File: src/rtl/reset_seq_pkg.sv
// rtl/reset_seq_pkg.sv - shared FSM state type and counter widths for the reset sequencer
package reset_seq_pkg;

    localparam int CNT_W = 16;
    localparam int IDX_W = 3;

    typedef enum logic [1:0] {
        WAIT_LOCK = 2'd0,
        RELEASE   = 2'd1,
        RUN       = 2'd2,
        SOFT_HOLD = 2'd3
    } state_t;

endpackage

File: src/rtl/sync_2ff.sv
// rtl/sync_2ff.sv - two-flop single-bit synchronizer, clears to 0 on reset
module sync_2ff (
    input  logic clk,
    input  logic rst_n,
    input  logic d,
    output logic q
);

    logic meta;

    always_ff @(posedge clk or negedge rst_n) begin
        if (!rst_n) begin
            meta <= 1'b0;
            q    <= 1'b0;
        end else begin
            meta <= d;
            q    <= meta;
        end
    end

endmodule

File: src/rtl/reset_seq.sv
// rtl/reset_seq.sv - staged reset release sequencer gated on PLL lock with soft reset
// Optional watchdog: define RESET_SEQ_WDT_EN.
module reset_seq
    import reset_seq_pkg::*;
#(
    parameter int NUM_STAGES      = 4,
    parameter int STAGE_DLY       = 1024,
    parameter int SOFT_RST_CYCLES = 16
`ifdef RESET_SEQ_WDT_EN
    ,
    parameter int WDT_TIMEOUT     = 1000000
`endif
) (
    input  logic                  clk,
    input  logic                  reset_n,
    input  logic                  pll_locked,
    input  logic                  soft_rst_req,
`ifdef RESET_SEQ_WDT_EN
    input  logic                  wdt_kick,
    output logic                  wdt_fired,
`endif
    output logic [NUM_STAGES-1:0] stage_rst_n,
    output logic                  all_ready,
    output logic                  busy
);

    state_t           state;
    logic [CNT_W-1:0] cnt;
    logic [IDX_W-1:0] idx;
    logic             lock;
    logic             soft_trig;

    sync_2ff u_lock_sync (
        .clk   (clk),
        .rst_n (reset_n),
        .d     (pll_locked),
        .q     (lock)
    );

`ifdef RESET_SEQ_WDT_EN
    localparam int WDT_W = $clog2(WDT_TIMEOUT + 1);

    logic [WDT_W-1:0] wdt_cnt;
    logic             wdt_expire;

    // Fires on the edge the count would reach WDT_TIMEOUT; a kick on that edge still saves it.
    assign wdt_expire = (state == RUN) && !wdt_kick && (wdt_cnt == WDT_W'(WDT_TIMEOUT - 1));
    assign soft_trig  = soft_rst_req || wdt_expire;

    always_ff @(posedge clk or negedge reset_n) begin
        if (!reset_n) begin
            wdt_cnt   <= '0;
            wdt_fired <= 1'b0;
        end else begin
            if (state != RUN || wdt_kick)
                wdt_cnt <= '0;
            else
                wdt_cnt <= wdt_cnt + 1'b1;
            if (wdt_expire)
                wdt_fired <= 1'b1;
        end
    end
`else
    assign soft_trig = soft_rst_req;
`endif

    always_ff @(posedge clk or negedge reset_n) begin
        if (!reset_n) begin
            state       <= WAIT_LOCK;
            cnt         <= '0;
            idx         <= '0;
            stage_rst_n <= '0;
            all_ready   <= 1'b0;
            busy        <= 1'b1;
        end else begin
            case (state)
                WAIT_LOCK: begin
                    stage_rst_n <= '0;
                    all_ready   <= 1'b0;
                    busy        <= 1'b1;
                    if (lock) begin
                        state <= RELEASE;
                        cnt   <= CNT_W'(STAGE_DLY - 1);
                        idx   <= '0;
                    end
                end
                RELEASE: begin
                    if (!lock) begin
                        state       <= WAIT_LOCK;
                        cnt         <= '0;
                        stage_rst_n <= '0;
                        all_ready   <= 1'b0;
                        busy        <= 1'b1;
                    end else if (cnt == '0) begin
                        // Stages release strictly upward, so shifting in a 1 releases stage idx.
                        stage_rst_n <= {stage_rst_n[NUM_STAGES-2:0], 1'b1};
                        cnt         <= CNT_W'(STAGE_DLY - 1);
                        if (idx == IDX_W'(NUM_STAGES - 1)) begin
                            state     <= RUN;
                            all_ready <= 1'b1;
                            busy      <= 1'b0;
                        end else begin
                            idx <= idx + 1'b1;
                        end
                    end else begin
                        cnt <= cnt - 1'b1;
                    end
                end
                RUN: begin
                    if (!lock) begin
                        state       <= WAIT_LOCK;
                        cnt         <= '0;
                        stage_rst_n <= '0;
                        all_ready   <= 1'b0;
                        busy        <= 1'b1;
                    end else if (soft_trig) begin
                        state       <= SOFT_HOLD;
                        cnt         <= CNT_W'(SOFT_RST_CYCLES - 1);
                        stage_rst_n <= '0;
                        all_ready   <= 1'b0;
                        busy        <= 1'b1;
                    end
                end
                SOFT_HOLD: begin
                    stage_rst_n <= '0;
                    all_ready   <= 1'b0;
                    busy        <= 1'b1;
                    if (!lock) begin
                        state <= WAIT_LOCK;
                        cnt   <= '0;
                    end else if (cnt == '0) begin
                        state <= WAIT_LOCK;
                    end else begin
                        cnt <= cnt - 1'b1;
                    end
                end
                default: begin
                    state       <= WAIT_LOCK;
                    cnt         <= '0;
                    stage_rst_n <= '0;
                    all_ready   <= 1'b0;
                    busy        <= 1'b1;
                end
            endcase
        end
    end

endmodule
File: config.mk
export PLATFORM = sky130hd
export DESIGN_NAME = reset_seq
export DESIGN_NICKNAME = d
export VERILOG_FILES = /design/src/rtl/reset_seq_pkg.sv /design/src/rtl/sync_2ff.sv /design/src/rtl/reset_seq.sv
export SDC_FILE = /design/constraint.sdc
export NUM_CORES = 1
export LEC_CHECK = 0
export BUFFER_PORTS_ARGS = -buffer_cell sky130_fd_sc_hd__buf_4
export CAP_MARGIN = 10
export CORE_AREA = 2 2 54 76
export CTS_CLUSTER_DIAMETER = 150
export DETAILED_ROUTE_END_ITERATION = 12
export DIE_AREA = 0 0 56 78
export GPL_ROUTABILITY_DRIVEN = 1
export PLACE_DENSITY = 0.66
export SYNTH_ARGS = -nofsm -noshare
export SYNTH_HDL_FRONTEND = slang
export SYNTH_HIERARCHICAL = 1
export SYNTH_SLANG_ARGS = --single-unit
File: constraint.sdc
create_clock -name clk -period 4.5 [get_ports clk]
set_clock_uncertainty 0.2 [all_clocks]
set_input_delay 0.45 -clock clk [delete_from_list [all_inputs] [get_ports clk]]
set_output_delay 0.45 -clock clk [all_outputs]
set_load 0.03 [all_outputs]
==> flow_summary.json, run 1 <==
{
  "critical_path_buf_inv_count": 1,
  "setup_tns_ps": 0,
  "drv_cap": 0,
  "cts.clk_slew.worst_paths_ps": 70,
  "layout_min_cycle_time_ps": 2920,
  "slew_viol_final": 0,
  "avgRoutedWirePerCell_microns": 17.1,
  "synthDistinctLibCells": 54,
  "firstDrtPassIters": 4,
  "pwr-share-clk_pct": 44.6,
  "fp.dieW_microns": 56,
  "p_switching_uw": 188,
  "post-cts-setup-buffers": 0,
  "p_per_area_mw_per_mm2": 360,
  "yosys_warnings": 6,
  "cp.arrival_ps": 2890,
  "post_synth.cell_area_avg_sq_um": 9.17,
  "ys_async_sr_fraction_pct": 100,
  "wl_mm": 4.18,
  "syn2layout_area_growth_pct": 12.2,
  "syn_nets": 203,
  "peakVddDrop_v": 0.000274,
  "globalplace.congestion": 0.892,
  "grt_pass1_vias": 1544,
  "clk_latency_ps": 280,
  "final_cell_mix": "28 x dfrtp_1, 15 x inv_1, 12 x nand2_1",
  "ios": 10,
  "drive_gt1_share_pct": 13.9,
  "cpLargestDelayFamily": "simple AND/OR/NAND/NOR gates",
  "grt_overflow": 0,
  "grt_first_pass_wirelength_mm": 7.26,
  "status": "completed",
  "finalCritPeriodShare_pct": 64.9,
  "combPwrFrac_pct": 13.6,
  "vias": 1554,
  "setup_viol": 0,
  "cts-root-buf": "clkbuf_8",
  "core_area_sq_mm": 0.00364,
  "cp_max_fo": 17,
  "syn_area_sq_mm": 0.00179,
  "cts_hold_buf": 1,
  "track_usage_pct": 20.9,
  "antenna_found_initial": 0,
  "synth-seq-cells": 29,
  "die_area_sq_mm": 0.00437,
  "p_seq_share_pct": 41.8,
  "die_h_microns": 78,
  "cts_buffer_depth": 2,
  "synth_flop_cell": "dfrtp_1",
  "synth_edf_count": 0,
  "place_area_sq_mm": 0.00186,
  "nets": 209,
  "start_kind": "register",
  "antenna_cells": 0,
  "dp_hpwl_mm": 2.99,
  "timing.fmax_mhz": 343,
  "cts_tree": "done",
  "critPathCaptureType": "register",
  "grt_setup_unrepaired": "no",
  "cts.sink_count": 29,
  "path_class": "register to register",
  "hold_class": "input pin to register",
  "cp_cell_sequence": "inv_1 -> ha_1 -> or4b_1 -> nor4_4 -> a21oi_2 -> o221a_2",
  "intPower_uw": 534,
  "hold_viol": 0,
  "slowest_delay_ps": 810,
  "slowest_stage": "nor4_4",
  "htree_num_levels": 2,
  "fp-row-count": 26,
  "port-buffer-count": 9,
  "start_util_pct": 49.1,
  "viasPerCell": 6.37,
  "worst-endpoint-required_ps": 4470,
  "antenna_left": 0,
  "max_slew_margin_pct": 38.6,
  "synthCells": 195,
  "fillers": 330,
  "final_area_sq_mm": 0.00201,
  "drc": 0,
  "p_leak_nw": 0.823,
  "numCtsBuffers": 5,
  "swShare_pct": 26.1,
  "grt_max_degree": 30,
  "drt_iter0_drc": 67,
  "seq_area_frac_synth_pct": 40.7,
  "final_common_cell": "dfrtp_1",
  "worstMarginPinSlew_ps": 914,
  "cts_resized": 0
}
[state kept, by name, indices dropped and copies added, names as in the netlist]
register / cells
u_lock_sync/meta: 1
state: 2
stage_rst_n: 4
idx: 3
u_lock_sync/q: 1
busy: 1
all_ready: 1
cnt: 16
[through the flow]
stage | setup WS, ps | utilization, % | power (mW) | instances | hold WS [ps]
2_1_floorplan | 2230 | - | 0.372 | 195 | -45.6
3_3_place_gp | 1730 | 51.1 | 0.399 | 235 | 138
3_5_place_dp | 1640 | 51.1 | 0.403 | 235 | 140
4_1_cts | 1620 | 55.0 | 0.727 | 244 | 65.1
5_1_grt | 1440 | 55.0 | 0.751 | 244 | 64.6
6_report | 1580 | 55.0 | 0.722 | 244 | 71.0
[layout make-up]
| class | count | area [sq um] | area share, % |
|---|---|---|---|
| sequential | 29 | 727 | 36.2 |
| clock inverter | 3 | 65.1 | 3.24 |
| tap | 42 | 52.6 | 2.62 |
| clock buffer | 5 | 68.8 | 3.43 |
| timing repair buffer | 11 | 85.1 | 4.24 |
| inverter | 15 | 56.3 | 2.81 |
| multi-input combinational | 139 | 951 | 47.4 |
[power groups by stage]
stage,logic [mW],registers [mW],clock network (mW)
after floorplan,0.0759,0.296,0
after global placement,0.0956,0.304,0
after detailed placement,0.0975,0.306,0
after CTS,0.0984,0.301,0.328
after global routing,0.111,0.304,0.337
final,0.0984,0.301,0.322
[metal layers]
layer  track usage (%)  share of wire, %  vias to the layer above
met4              7.38               1.7                        0
met1              24.3                44                      741
met3              4.67               3.5                        8
li1                  -                 -                      770
met5                 0                 0                        -
met2              37.3                51                       35
[worst paths after layout]
kind | end | slack, ps | cells after the start | startpoint
min reg2reg | u_lock_sync/q | 150 | 0 | u_lock_sync/meta
max in group asynchronous | busy | 3360 | 2 | reset_n
min in group asynchronous | cnt[14] | 420 | 2 | reset_n
max reg2reg | cnt[0] | 1580 | 6 | cnt[0]
min | u_lock_sync/meta | 70 | 1 | pll_locked
max | cnt[0] | 1580 | 6 | cnt[0]
[cell families after synthesis]
kind of cell / after synthesis / synth area share, %
AOI/OAI and AO/OA: 67 / 27.9
adders and majority gates: 4 / 2.80
DFF: 29 / 40.7
xor gates and xnor gates: 1 / 0.490
and+or+nand+nor: 67 / 22.0
buffers and inverters: 27 / 6.16
[synth_stat cells (5+ instances only)]
cell / n / area share (%)
inv_1: 15 / 3.1
nor2_1: 9 / 1.9
nand2_1: 12 / 2.5
o211ai_1: 9 / 3.8
a211oi_1: 7 / 2.9
a31oi_1: 6 / 2.1
o22ai_1: 7 / 2.4
clkbuf_1: 9 / 1.9
dfrtp_1: 28 / 39
a21oi_1: 6 / 1.7
and3_1: 5 / 1.7
o21ai_0: 8 / 2.2
nor4_1: 6 / 2.1
Power figures use the tool's default switching activity.
==> run 2: changes to the inputs <==
==> constraint.sdc (replaced) <==
create_clock -name clk -period 2.7 [get_ports clk]
set_clock_uncertainty 0.2 [all_clocks]
set_input_delay 0.27 -clock clk [delete_from_list [all_inputs] [get_ports clk]]
set_output_delay 0.27 -clock clk [all_outputs]
set_load 0.03 [all_outputs]
==> flow_summary.json, run 2 (synthesized netlist as in run 1, its figures left out) <==
{
  "vias": 1640,
  "finalCritPeriodShare_pct": 92.7,
  "ios": 10,
  "largest_register_ffs": 16,
  "worstHoldEndpoint": "state[0]",
  "critPathCaptureType": "register",
  "drc": 0,
  "antenna_found_initial": 0,
  "timing.fmax_mhz": 400,
  "drv_cap": 0,
  "firstDrtPassIters": 4,
  "avgRoutedWirePerCell_microns": 17.7,
  "start_kind": "register",
  "p_leak_nw": 0.839,
  "die_h_microns": 78,
  "max_slew_margin_pct": 45.2,
  "fin_cells": 252,
  "port-buffer-count": 9,
  "dp_hpwl_mm": 3.16,
  "fp.dieW_microns": 56,
  "globalplace.congestion": 0.909,
  "wl_mm": 4.46,
  "grt_setup_unrepaired": "no",
  "cts_buffer_depth": 2,
  "viasPerCell": 6.51,
  "nets": 217,
  "r2r_end": "cnt[0]",
  "cts.sink_count": 29,
  "reg2reg_setup_slack_ps": 200,
  "cp.arrival_ps": 2470,
  "fillers": 334,
  "path_class": "register to register",
  "die_area_sq_mm": 0.00437,
  "setup_viol": 0,
  "reg2reg_from": "cnt[0]",
  "fp-row-count": 26,
  "dp_cells": 242,
  "hold_depth": 3,
  "cts_resized": 0,
  "syn2layout_area_growth_pct": 12.8,
  "final_area_sq_mm": 0.00202,
  "hold_viol": 0,
  "core_area_sq_mm": 0.00364,
  "post-cts-setup-buffers": 0,
  "cts_tree": "done",
  "clk_latency_ps": 280,
  "p_per_area_mw_per_mm2": 509,
  "place_area_sq_mm": 0.00191,
  "track_usage_pct": 21.5,
  "worstMarginPinSlew_ps": 814,
  "layout_min_cycle_time_ps": 2500,
  "start_util_pct": 49.1,
  "htree_num_levels": 2,
  "cts-root-buf": "clkbuf_8",
  "peakVddDrop_v": 0.000435,
  "worst-endpoint-required_ps": 2670,
  "rr_worst_depth": 7,
  "final_common_cell": "dfrtp_1",
  "drt_iter0_drc": 73,
  "final_cell_mix": "28 x dfrtp_1, 17 x buf_4, 15 x inv_1",
  "largest-register": "cnt",
  "min_from": "soft_rst_req",
  "cts.clk_slew.worst_paths_ps": 60,
  "grt_first_pass_wirelength_mm": 7.27,
  "antenna_cells": 0,
  "top_regs": "cnt: 16 flops, stage_rst_n: 4 flops, idx: 3 flops",
  "cp_max_fo": 17,
  "grt_max_degree": 30,
  "setup_tns_ps": 0,
  "antenna_left": 0,
  "slew_viol_final": 0,
  "hold_class": "input pin to register",
  "numCtsBuffers": 5,
  "drive_gt1_share_pct": 16.2,
  "status": "completed",
  "grt_pass1_vias": 1574,
  "grt_overflow": 0
}
-- run 2: repair_timing --
item | 4_1_cts | 5_1_grt
hold buffers | 2 | 0
endpoints found under the setup margin | 0 | 0
hold endpoints to repair | 29 | 0
-- run 2: worst max-delay path by stage --
stage,start,to,slack (ps)
after floorplan,cnt[0],state[1],430
after global placement,cnt[0],cnt[0],280
after detailed placement,cnt[0],cnt[0],220
after CTS,cnt[0],cnt[0],210
after global routing,cnt[0],cnt[0],60
final,cnt[0],cnt[0],200
-- run 2: through the flow --
step / util [%] / total power [mW] / hold slack [ps] / setup slack [ps]
finish: 55.4 / 1.03 / 135 / 197
floorplan: - / 0.620 / -226 / 434
detailed placement: 52.5 / 0.679 / 15.2 / 221
global placement: 52.5 / 0.674 / 8.89 / 281
CTS: 55.4 / 1.03 / 140 / 207
global route: 55.4 / 1.08 / 150 / 62.4
-- run 2: layout make-up --
| class | count | area (sq um) | share of cell area, % |
|---|---|---|---|
| Clock buffer | 6 | 72.6 | 3.60 |
| Timing Repair Buffer | 19 | 148 | 7.32 |
| Inverter | 15 | 56.3 | 2.79 |
| Multi-Input combinational cell | 139 | 951 | 47.1 |
| Sequential cell | 29 | 727 | 36.0 |
| Clock inverter | 2 | 10.0 | 0.496 |
| Tap cell | 42 | 52.6 | 2.61 |
-- run 2: where the power goes --
group | internal [mW] | switching (mW)
Combinational | 0.0671 | 0.109
Sequential | 0.462 | 0.0390
Clock | 0.178 | 0.171
-- run 2: metal layers --
layer / track usage, % / up-vias / wire, microns
met2: 36.1 / 67 / 2270
met4: 10.5 / 0 / 121
met1: 25.6 / 779 / 1840
li1: - / 781 / -
met5: 0 / - / 0
met3: 4.67 / 13 / 236
-- run 2: critical path: stages, from the launching register on --
cell and delay [ps]:
dfrtp_1 420, inv_1 100, ha_1 170, or4b_1 570
nor4_4 240, buf_4 250, a21oi_2 140, o221a_2 300
